File: src/rtl/monitor_rango_temp.sv
// Multi-channel temperature range supervisor. Each channel is classified as NORMAL/FRIO/ALTO
// with consecutive-sample confirmation, exit hysteresis and a sticky, software-acknowledged alarm.
module monitor_rango_temp #(
  parameter int ANCHO          = 11,
  parameter int NUM_CANALES    = 4,
  parameter int TEMP_FRIO      = 180,
  parameter int TEMP_ALTO      = 250,
  parameter int HISTERESIS     = 5,
  parameter int CONFIRMACIONES = 3
) (
  input  logic                         clk,
  input  logic                         rst_n,
  input  logic                         temp_valida,
  input  logic [NUM_CANALES*ANCHO-1:0] temp_canal,
  input  logic [NUM_CANALES-1:0]       ack_alarma,
  output logic [2*NUM_CANALES-1:0]     estado,
  output logic [NUM_CANALES-1:0]       fuera_rango,
  output logic [NUM_CANALES-1:0]       alarma_canal,
  output logic                         alarma
);

  localparam int CW = $clog2(CONFIRMACIONES + 1);

  typedef enum logic [1:0] {
    NORMAL = 2'b00,
    FRIO   = 2'b01,
    ALTO   = 2'b10
  } estado_t;

  // One extra bit keeps TEMP_FRIO+HISTERESIS / TEMP_ALTO-HISTERESIS representable.
  localparam logic signed [ANCHO:0] LIM_FRIO = (ANCHO+1)'(TEMP_FRIO);
  localparam logic signed [ANCHO:0] LIM_ALTO = (ANCHO+1)'(TEMP_ALTO);
  localparam logic signed [ANCHO:0] SAL_FRIO = (ANCHO+1)'(TEMP_FRIO + HISTERESIS);
  localparam logic signed [ANCHO:0] SAL_ALTO = (ANCHO+1)'(TEMP_ALTO - HISTERESIS);
  localparam logic [CW:0]           CONF_W   = (CW+1)'(CONFIRMACIONES);

  if ((TEMP_FRIO + HISTERESIS > TEMP_ALTO - HISTERESIS) || (CONFIRMACIONES < 1)) begin : g_param_err
    $error("monitor_rango_temp: inconsistent thresholds or CONFIRMACIONES < 1");
  end

  for (genvar g = 0; g < NUM_CANALES; g++) begin : g_canal
    estado_t               st_q, st_d;
    logic [CW-1:0]         cnt_q, cnt_d;
    logic                  dir_q, dir_d;   // pending direction in NORMAL: 0 cold, 1 hot
    logic                  alarma_q;
    logic                  entra;
    logic [CW:0]           cuenta;
    logic signed [ANCHO:0] muestra;

    assign muestra = {temp_canal[g*ANCHO + ANCHO - 1], temp_canal[g*ANCHO +: ANCHO]};

    // NOTE: every signal written here gets a default first so no path can infer a latch.
    always_comb begin
      st_d   = st_q;
      cnt_d  = cnt_q;
      dir_d  = dir_q;
      cuenta = '0;
      if (temp_valida) begin
        unique case (st_q)
          NORMAL: begin
            if ((muestra < LIM_FRIO) || (muestra > LIM_ALTO)) begin
              dir_d  = (muestra > LIM_ALTO);
              // A direction change restarts the run with this sample as its first.
              cuenta = ((cnt_q != '0) && (dir_q != dir_d)) ? (CW+1)'(1)
                                                           : {1'b0, cnt_q} + (CW+1)'(1);
              if (cuenta >= CONF_W) begin
                st_d  = dir_d ? ALTO : FRIO;
                cnt_d = '0;
              end else begin
                cnt_d = cuenta[CW-1:0];
              end
            end else begin
              cnt_d = '0;
            end
          end
          FRIO, ALTO: begin
            if (((st_q == FRIO) && (muestra >= SAL_FRIO)) ||
                ((st_q == ALTO) && (muestra <= SAL_ALTO))) begin
              cuenta = {1'b0, cnt_q} + (CW+1)'(1);
              if (cuenta >= CONF_W) begin
                st_d  = NORMAL;
                cnt_d = '0;
              end else begin
                cnt_d = cuenta[CW-1:0];
              end
            end else begin
              cnt_d = '0;
            end
          end
          default: begin
            st_d  = NORMAL;
            cnt_d = '0;
          end
        endcase
      end
    end

    assign entra = temp_valida && (st_q == NORMAL) && (st_d != NORMAL);

    // NOTE: state registers use non-blocking assignments so every channel samples pre-edge values.
    always_ff @(posedge clk or negedge rst_n) begin
      if (!rst_n) begin
        st_q     <= NORMAL;
        cnt_q    <= '0;
        dir_q    <= 1'b0;
        alarma_q <= 1'b0;
      end else begin
        st_q  <= st_d;
        cnt_q <= cnt_d;
        dir_q <= dir_d;
        if (entra) begin
          alarma_q <= 1'b1;
        end else if (ack_alarma[g]) begin
          alarma_q <= 1'b0;
        end
      end
    end

    assign estado[2*g +: 2] = st_q;
    assign fuera_rango[g]   = (st_q != NORMAL);
    assign alarma_canal[g]  = alarma_q;
  end

  assign alarma = |alarma_canal;

endmodule
File: config.mk
export PLATFORM = sky130hd
export DESIGN_NAME = monitor_rango_temp
export DESIGN_NICKNAME = d
export VERILOG_FILES = /design/src/rtl/monitor_rango_temp.sv
export SDC_FILE = /design/constraint.sdc
export NUM_CORES = 1
export LEC_CHECK = 0
export CAP_MARGIN = 40
export CORE_MARGIN = 8
export CORE_UTILIZATION = 39
export DETAILED_ROUTE_END_ITERATION = 8
export PLACE_DENSITY = 0.67
export SLEW_MARGIN = 20
export SYNTH_ARGS = -nofsm -noshare
export SYNTH_HDL_FRONTEND = slang
export SYNTH_SLANG_ARGS = --single-unit
File: constraint.sdc
create_clock -name clk -period 2.9 [get_ports clk]
set_input_delay 0.435 -clock clk [delete_from_list [all_inputs] [get_ports clk]]
set_output_delay 0.435 -clock clk [all_outputs]
set_load 0.1 [all_outputs]
==> impl_metrics.toml, run 1 <==
[outcome]
status = "finished clean"

[synth]
yosys_warnings = 0
synth_ff_type = "dfrtp_1"
avgSynthCellArea_sq_um = 8.179
syn_nets = 395
netlist_instances = 311
synth_seq_cells = 24
ys_seq_area_share_pct = 23.61
synth_edf_count = 0
async_flop_share_pct = 100.0
yosysUniqueCellTypes = 58
synth_area_sq_um = 2544

[sta]
post-route-period-util_pct = 85.65
finalCriticalPeriod_ps = 2484
finalHoldViolCount = 0
finClkSkew_ps = 7.670
grt_setup_unrepaired = "false"
slew_viol_final = 0
fmax_mhz = 402.6
worst-slew-pin-transition_ps = 548.6
relSlewSlack_pct = 63.21
setup_violations = 0
setup_tns_ps = 0

[power_and_ir_drop]
internal_power_w = 0.001451
p_clk_share_pct = 8.8
power_switching_w = 0.001971
p_per_area_nw_per_um2 = 1029
swShare_pct = 57.59
p_leak_nw = 1.451
peakVddDrop_mv = 0.6137
pwr-share-comb_pct = 71.8
seqPwrFrac_pct = 19.4

[route]
postRouteAntennaNets = 0
avgRoutedWirePerCell_microns = 14.67
drtPass1Iterations = 4
drt_iter0_markers = 48
drt-total-wl_microns = 6690
via_per_inst = 5.594
vias = 2551
drc = 0

[floorplan]
rows = 29
start_util_pct = 40.29
die_area_sq_um = 9363
die_y_microns = 96.76
top_level_ports = 68
core_area_sq_um = 6314
chipWidth_microns = 96.76

[cells_and_area]
antenna_cells = 0
final_cell_count_no_fill = 456
layout-drive-gt1-share_pct = 9.763
area_delta_synth_final_pct = 30.69
final_util_pct = 52.66
final_nets = 464

[clocking]
clk_latency_ps = 270
cts_root_buf = "clkbuf_8"
cts_tree = "built"
cts.sinks = 24
cts.clk_slew.worst_paths_ps = 100
cts_setup_buffers = 0
cts_buffers = 3
cts.htree.levels = 1
ctsResizeCount = 0
cts_hold_buf = 0
clockBufferDepth = 2

[min_path]
hp-class = "in -> async"

[flow_run]
max_cap_violations = 0

[grt]
grt_first_pass_wirelength_microns = 11300
first_global_vias = 2560
grt_usage_pct = 13.63
grt_max_degree = 25
overflow = 0
antenna_found_initial = 0

[critical_path]
cp_max_fo = 5
critPathLaunchType = "flip-flop"
worstSetupPathType = "reg -> reg"
end_kind = "flip-flop"
cp.required_ps = 3060
crit_arrival_ps = 2640

[place]
dp_cells = 452
place_congestion = 0.8464
hpwlAfterDp_microns = 5442
io_buffers = 67
## power by group through the flow
stage          logic (W)  clock network (W)  registers (W)
2_1_floorplan    0.00162                  0       0.000955
3_3_place_gp     0.00243                  0       0.000668
3_5_place_dp     0.00245                  0       0.000668
4_1_cts          0.00246           0.000312       0.000664
5_1_grt          0.00266           0.000325       0.000688
6_report         0.00246           0.000302       0.000663
## metal layers
layer | part of all wire, % | up-vias | GRT usage, %
li1 | - | 1315 | -
met1 | 49 | 1180 | 16.95
met2 | 46 | 52 | 23.33
met3 | 3.9 | 4 | 2.276
met4 | 0.94 | 0 | 4.024
met5 | 0 | - | 0
## cells in the mapped netlist, drive strengths merged, types with 3 or more instances
library cell | count | area (sq um)
o31a | 3 | 26.28
nand4b | 3 | 26.28
nand3 | 6 | 30.03
o21ai | 18 | 90.09
o31ai | 8 | 60.06
o22ai | 4 | 25.02
o21bai | 4 | 30.03
dfrtp | 24 | 600.6
or3 | 4 | 25.02
a31oi | 3 | 18.77
or4 | 3 | 22.52
nand3b | 3 | 22.52
nand4 | 7 | 50.05
nor2 | 21 | 78.83
a32oi | 4 | 35.03
ha | 33 | 412.9
a21oi | 19 | 95.09
buf | 4 | 30.03
o221ai | 5 | 43.79
o311ai | 3 | 26.28
a211o | 3 | 27.53
a22o | 4 | 35.03
nor3 | 17 | 85.08
nand2b | 8 | 50.05
o211ai | 4 | 30.03
or2 | 4 | 25.03
inv | 35 | 131.4
nand2 | 16 | 60.06
## registers in the layout (all words and copies together), names as in the netlist
register          cells
g_canal.dir_q         4
g_canal.st_q          8
g_canal.cnt_q         8
g_canal.alarma_q      4
## final timing paths
kind,from,endpoint,slack [ps],cells after the start
max,g_canal[2].cnt_q[0]$_DFFE_PN0P_,g_canal[2].cnt_q[1]$_DFFE_PN0P_,420,7
max reg2reg,g_canal[2].cnt_q[0]$_DFFE_PN0P_,g_canal[2].cnt_q[1]$_DFFE_PN0P_,420,7
min in group clk,g_canal[1].alarma_q$_DFFE_PN0P_,g_canal[1].alarma_q$_DFFE_PN0P_,570,2
min,rst_n,g_canal[3].st_q[0]$_DFF_PN0_,520,2
min reg2reg,g_canal[1].alarma_q$_DFFE_PN0P_,g_canal[1].alarma_q$_DFFE_PN0P_,570,2
max in group asynchronous,rst_n,g_canal[1].dir_q$_DFFE_PN0P_,2130,2
## logic make-up (layout without fill, tap and decap cells)
| logic type | Yosys count | after routing | share of synthesized area [%] |
|---|---|---|---|
| compound gates | 106 | 106 | 29.81 |
| simple gates | 104 | 104 | 22.48 |
| buf+inv | 41 | 109 | 6.641 |
| xor+xnor | 1 | 1 | 0.3444 |
| flops | 24 | 24 | 23.61 |
| fa+ha+maj | 33 | 33 | 16.23 |
| mux | 2 | 2 | 0.8853 |
## metrics by stage
stage          power (W)  area (sq um)  hold WS, ps  setup WS (ps)
2_1_floorplan   0.002579          2544        139.4          132.4
3_3_place_gp    0.003100          3253        556.9          313.8
3_5_place_dp    0.003117          3253        563.7          266.8
4_1_cts         0.003435          3324        534.4          426.7
5_1_grt         0.003671          3324        546.5          278.9
6_report        0.003421          3324        516.3          416.1
## area by class of cell
cell class,count,area (sq um)
fillers,635,2989
multi-input cells,246,1774
repair buffers,70,650.6
flip-flops and latches,24,600.6
inverters,35,131.4
well taps,77,96.34
clock buffers,3,41.29
clock inverters,1,30.03
## worst max-delay path, stage by stage (launching register included)
cell      delay (ps)
dfrtp_1          420
inv_1            130
ha_1             260
or4b_2           670
o221ai_1         390
nand4b_1         180
a21oi_1           70
mux2_2           260
## layout by cell type (no fill, tap or decap), types with 6 or more instances in the layout
cell	instances
buf_4	20
nand2_1	16
a21oi_1	19
ha_1	33
clkdlybuf4s50_1	50
nor2_1	21
dfrtp_1	24
nand4_1	6
nand3_1	6
o31ai_1	8
inv_1	35
o21ai_0	18
nor3_1	17
nand2b_1	8
Power figures use the tool's default switching activity.
==> run 2, diff against run 1 <==
==> constraint.sdc (replaced) <==
create_clock -name clk -period 2.9 [get_ports clk]
set_input_delay 0.87 -clock clk [delete_from_list [all_inputs] [get_ports clk]]
set_output_delay 0.87 -clock clk [all_outputs]
set_load 0.1 [all_outputs]
==> run 2 against run 1 <==
  * Routed wire length grew 4.0%
  * Combinational power grew 3%
  * Total power grew 2.4%
  * Final cell count grew 6.6%
  * Critical path depth is the same
  * Sequential power is essentially flat
  * Fmax shrank 9.9%
  * Setup slack lost 270 ps
  * Die area is the same
  * Utilization grew 3.6 points
  * Sequential cell count is the same
  * Largest cell class unchanged
==> impl_metrics.toml, run 2 (synthesis results as in run 1) <==
[outcome]
status = "finished clean"

[floorplan]
die_y_microns = 96.76
die_area_sq_um = 9363
top_level_ports = 68
start_util_pct = 40.29
core_area_sq_um = 6314
rows = 29
chipWidth_microns = 96.76

[cells_and_area]
largest_registers = "g_canal.cnt_q (8), g_canal.st_q (8)"
fillers = 621
antenna_cells = 0
final_nets = 494
final_cell_mix = "clkdlybuf4s50_1, buf_4, inv_1"
layout-drive-gt1-share_pct = 16.38
area_delta_synth_final_pct = 39.55
final_cell_count_no_fill = 486

[sta]
relSlewSlack_pct = 61.47
slew_viol_final = 0
worst-slew-pin-transition_ps = 574.4
grt_setup_unrepaired = "false"
post-route-period-util_pct = 95.04
setup_violations = 0
fmax_mhz = 362.8
finalHoldViolCount = 0
finClkSkew_ps = 2.173
whs_ps = 579.2
finalCriticalPeriod_ps = 2756

[clocking]
cts_setup_buffers = 0
cts_hold_buf = 0
cts.sinks = 24
clockBufferDepth = 2
cts_root_buf = "clkbuf_8"
ctsResizeCount = 0
cts.htree.levels = 1
cts_buffers = 3
clk_latency_ps = 270
cts_tree = "built"
cts.clk_slew.worst_paths_ps = 100

[route]
drt-total-wl_microns = 6955
drc = 0
drt_iter0_markers = 61
via_per_inst = 5.486
drtPass1Iterations = 4
postRouteAntennaNets = 0
avgRoutedWirePerCell_microns = 14.31
vias = 2666

[place]
io_buffers = 67
dp_cells = 482
hpwlAfterDp_microns = 5679
place_congestion = 0.8470

[power_and_ir_drop]
p_leak_nw = 1.594
peakVddDrop_mv = 0.6008
p_per_area_nw_per_um2 = 987.2

[critical_path]
cp_max_fo = 4
end_kind = "flip-flop"
slowest_stage = "clkdlybuf4s50_1"
worstSetupPathType = "in -> reg"
crit_arrival_ps = 2920
crit_path_cell_trace = "clkdlybuf4s50_1, or2_0, a32oi_1, nand4_2, or3_1, a32o_2, o31a_1"
cp.required_ps = 3070
critPathLaunchType = "input pin"
cpPeakStageDelay_ps = 450
crit_family = "simple AND/OR/NAND/NOR gates"
critPathBufInv = 1

[grt]
grt_first_pass_wirelength_microns = 12250
grt_max_degree = 25
antenna_found_initial = 0
grt_usage_pct = 14.69
first_global_vias = 2748
overflow = 0

[flow_run]
max_cap_violations = 0

[min_path]
hp-class = "reg -> reg"
-- run 2: cell types whose count changed in the layout (fill, tap and decap cells not counted) --
| cell | before | now |
|---|---|---|
| buf_4 | 20 | 50 |
-- run 2: worst paths after layout --
path	startpoint	endpoint	slack, ps	depth (start not counted)
min in group asynchronous	rst_n	g_canal[3].st_q[0]$_DFF_PN0_	950	2
max reg2reg	g_canal[2].cnt_q[0]$_DFFE_PN0P_	g_canal[2].cnt_q[1]$_DFFE_PN0P_	400	7
max	temp_canal[42]	g_canal[3].alarma_q$_DFFE_PN0P_	140	7
min	g_canal[2].cnt_q[1]$_DFFE_PN0P_	g_canal[2].cnt_q[1]$_DFFE_PN0P_	580	1
max in group asynchronous	rst_n	g_canal[2].st_q[0]$_DFF_PN0_	1710	2
min reg2reg	g_canal[2].cnt_q[1]$_DFFE_PN0P_	g_canal[2].cnt_q[1]$_DFFE_PN0P_	580	1
-- run 2: area by class of cell --
cell class	instances	area (sq um)	area share [%]
clock inverters	1	30.03	0.8460
repair buffers	100	875.8	24.67
flip-flops and latches	24	600.6	16.92
clock buffers	3	41.29	1.163
multi-input cells	246	1774	49.98
well taps	77	96.34	2.714
inverters	35	131.4	3.701
-- run 2: worst reg2reg max path, stage by stage, from the launching register on --
cell and delay (ps):
dfrtp_1 440, inv_1 140, ha_1 260, or4b_2 660, o221ai_1 400, nand4b_1 180, a21oi_1 70, mux2_2 260
-- run 2: routing by layer --
metal	wire, microns	vias up	GRT usage (%)	part of all wire [%]
li1	-	1377	-	-
met1	3410	1218	18.66	49
met2	3155	65	24.53	45
met3	291	6	2.134	4.2
met4	99	0	5.207	1.4
met5	0	-	0	0
-- run 2: through the flow --
step / setup TNS [ps] / total power, W / util, % / setup WS, ps / instance area (sq um)
floorplan: 0 / 0.002579 / - / 0.5487 / 2544
global placement: -159.9 / 0.003172 / 55.09 / -66.30 / 3478
detailed placement: -382.6 / 0.003201 / 55.09 / -146.3 / 3478
CTS: 0 / 0.003517 / 56.22 / 144.1 / 3550
global route: 0 / 0.003771 / 56.22 / 76.83 / 3550
finish: 0 / 0.003504 / 56.22 / 143.7 / 3550
-- run 2: report_power, final --
part           internal, W  switching [W]  total (W)  leakage (nW)
clock network     0.000185       0.000122   0.000307        0.0357
registers         0.000478       0.000183   0.000661         0.309
logic             0.000855        0.00168    0.00254          1.25
total              0.00152        0.00199    0.00350          1.59
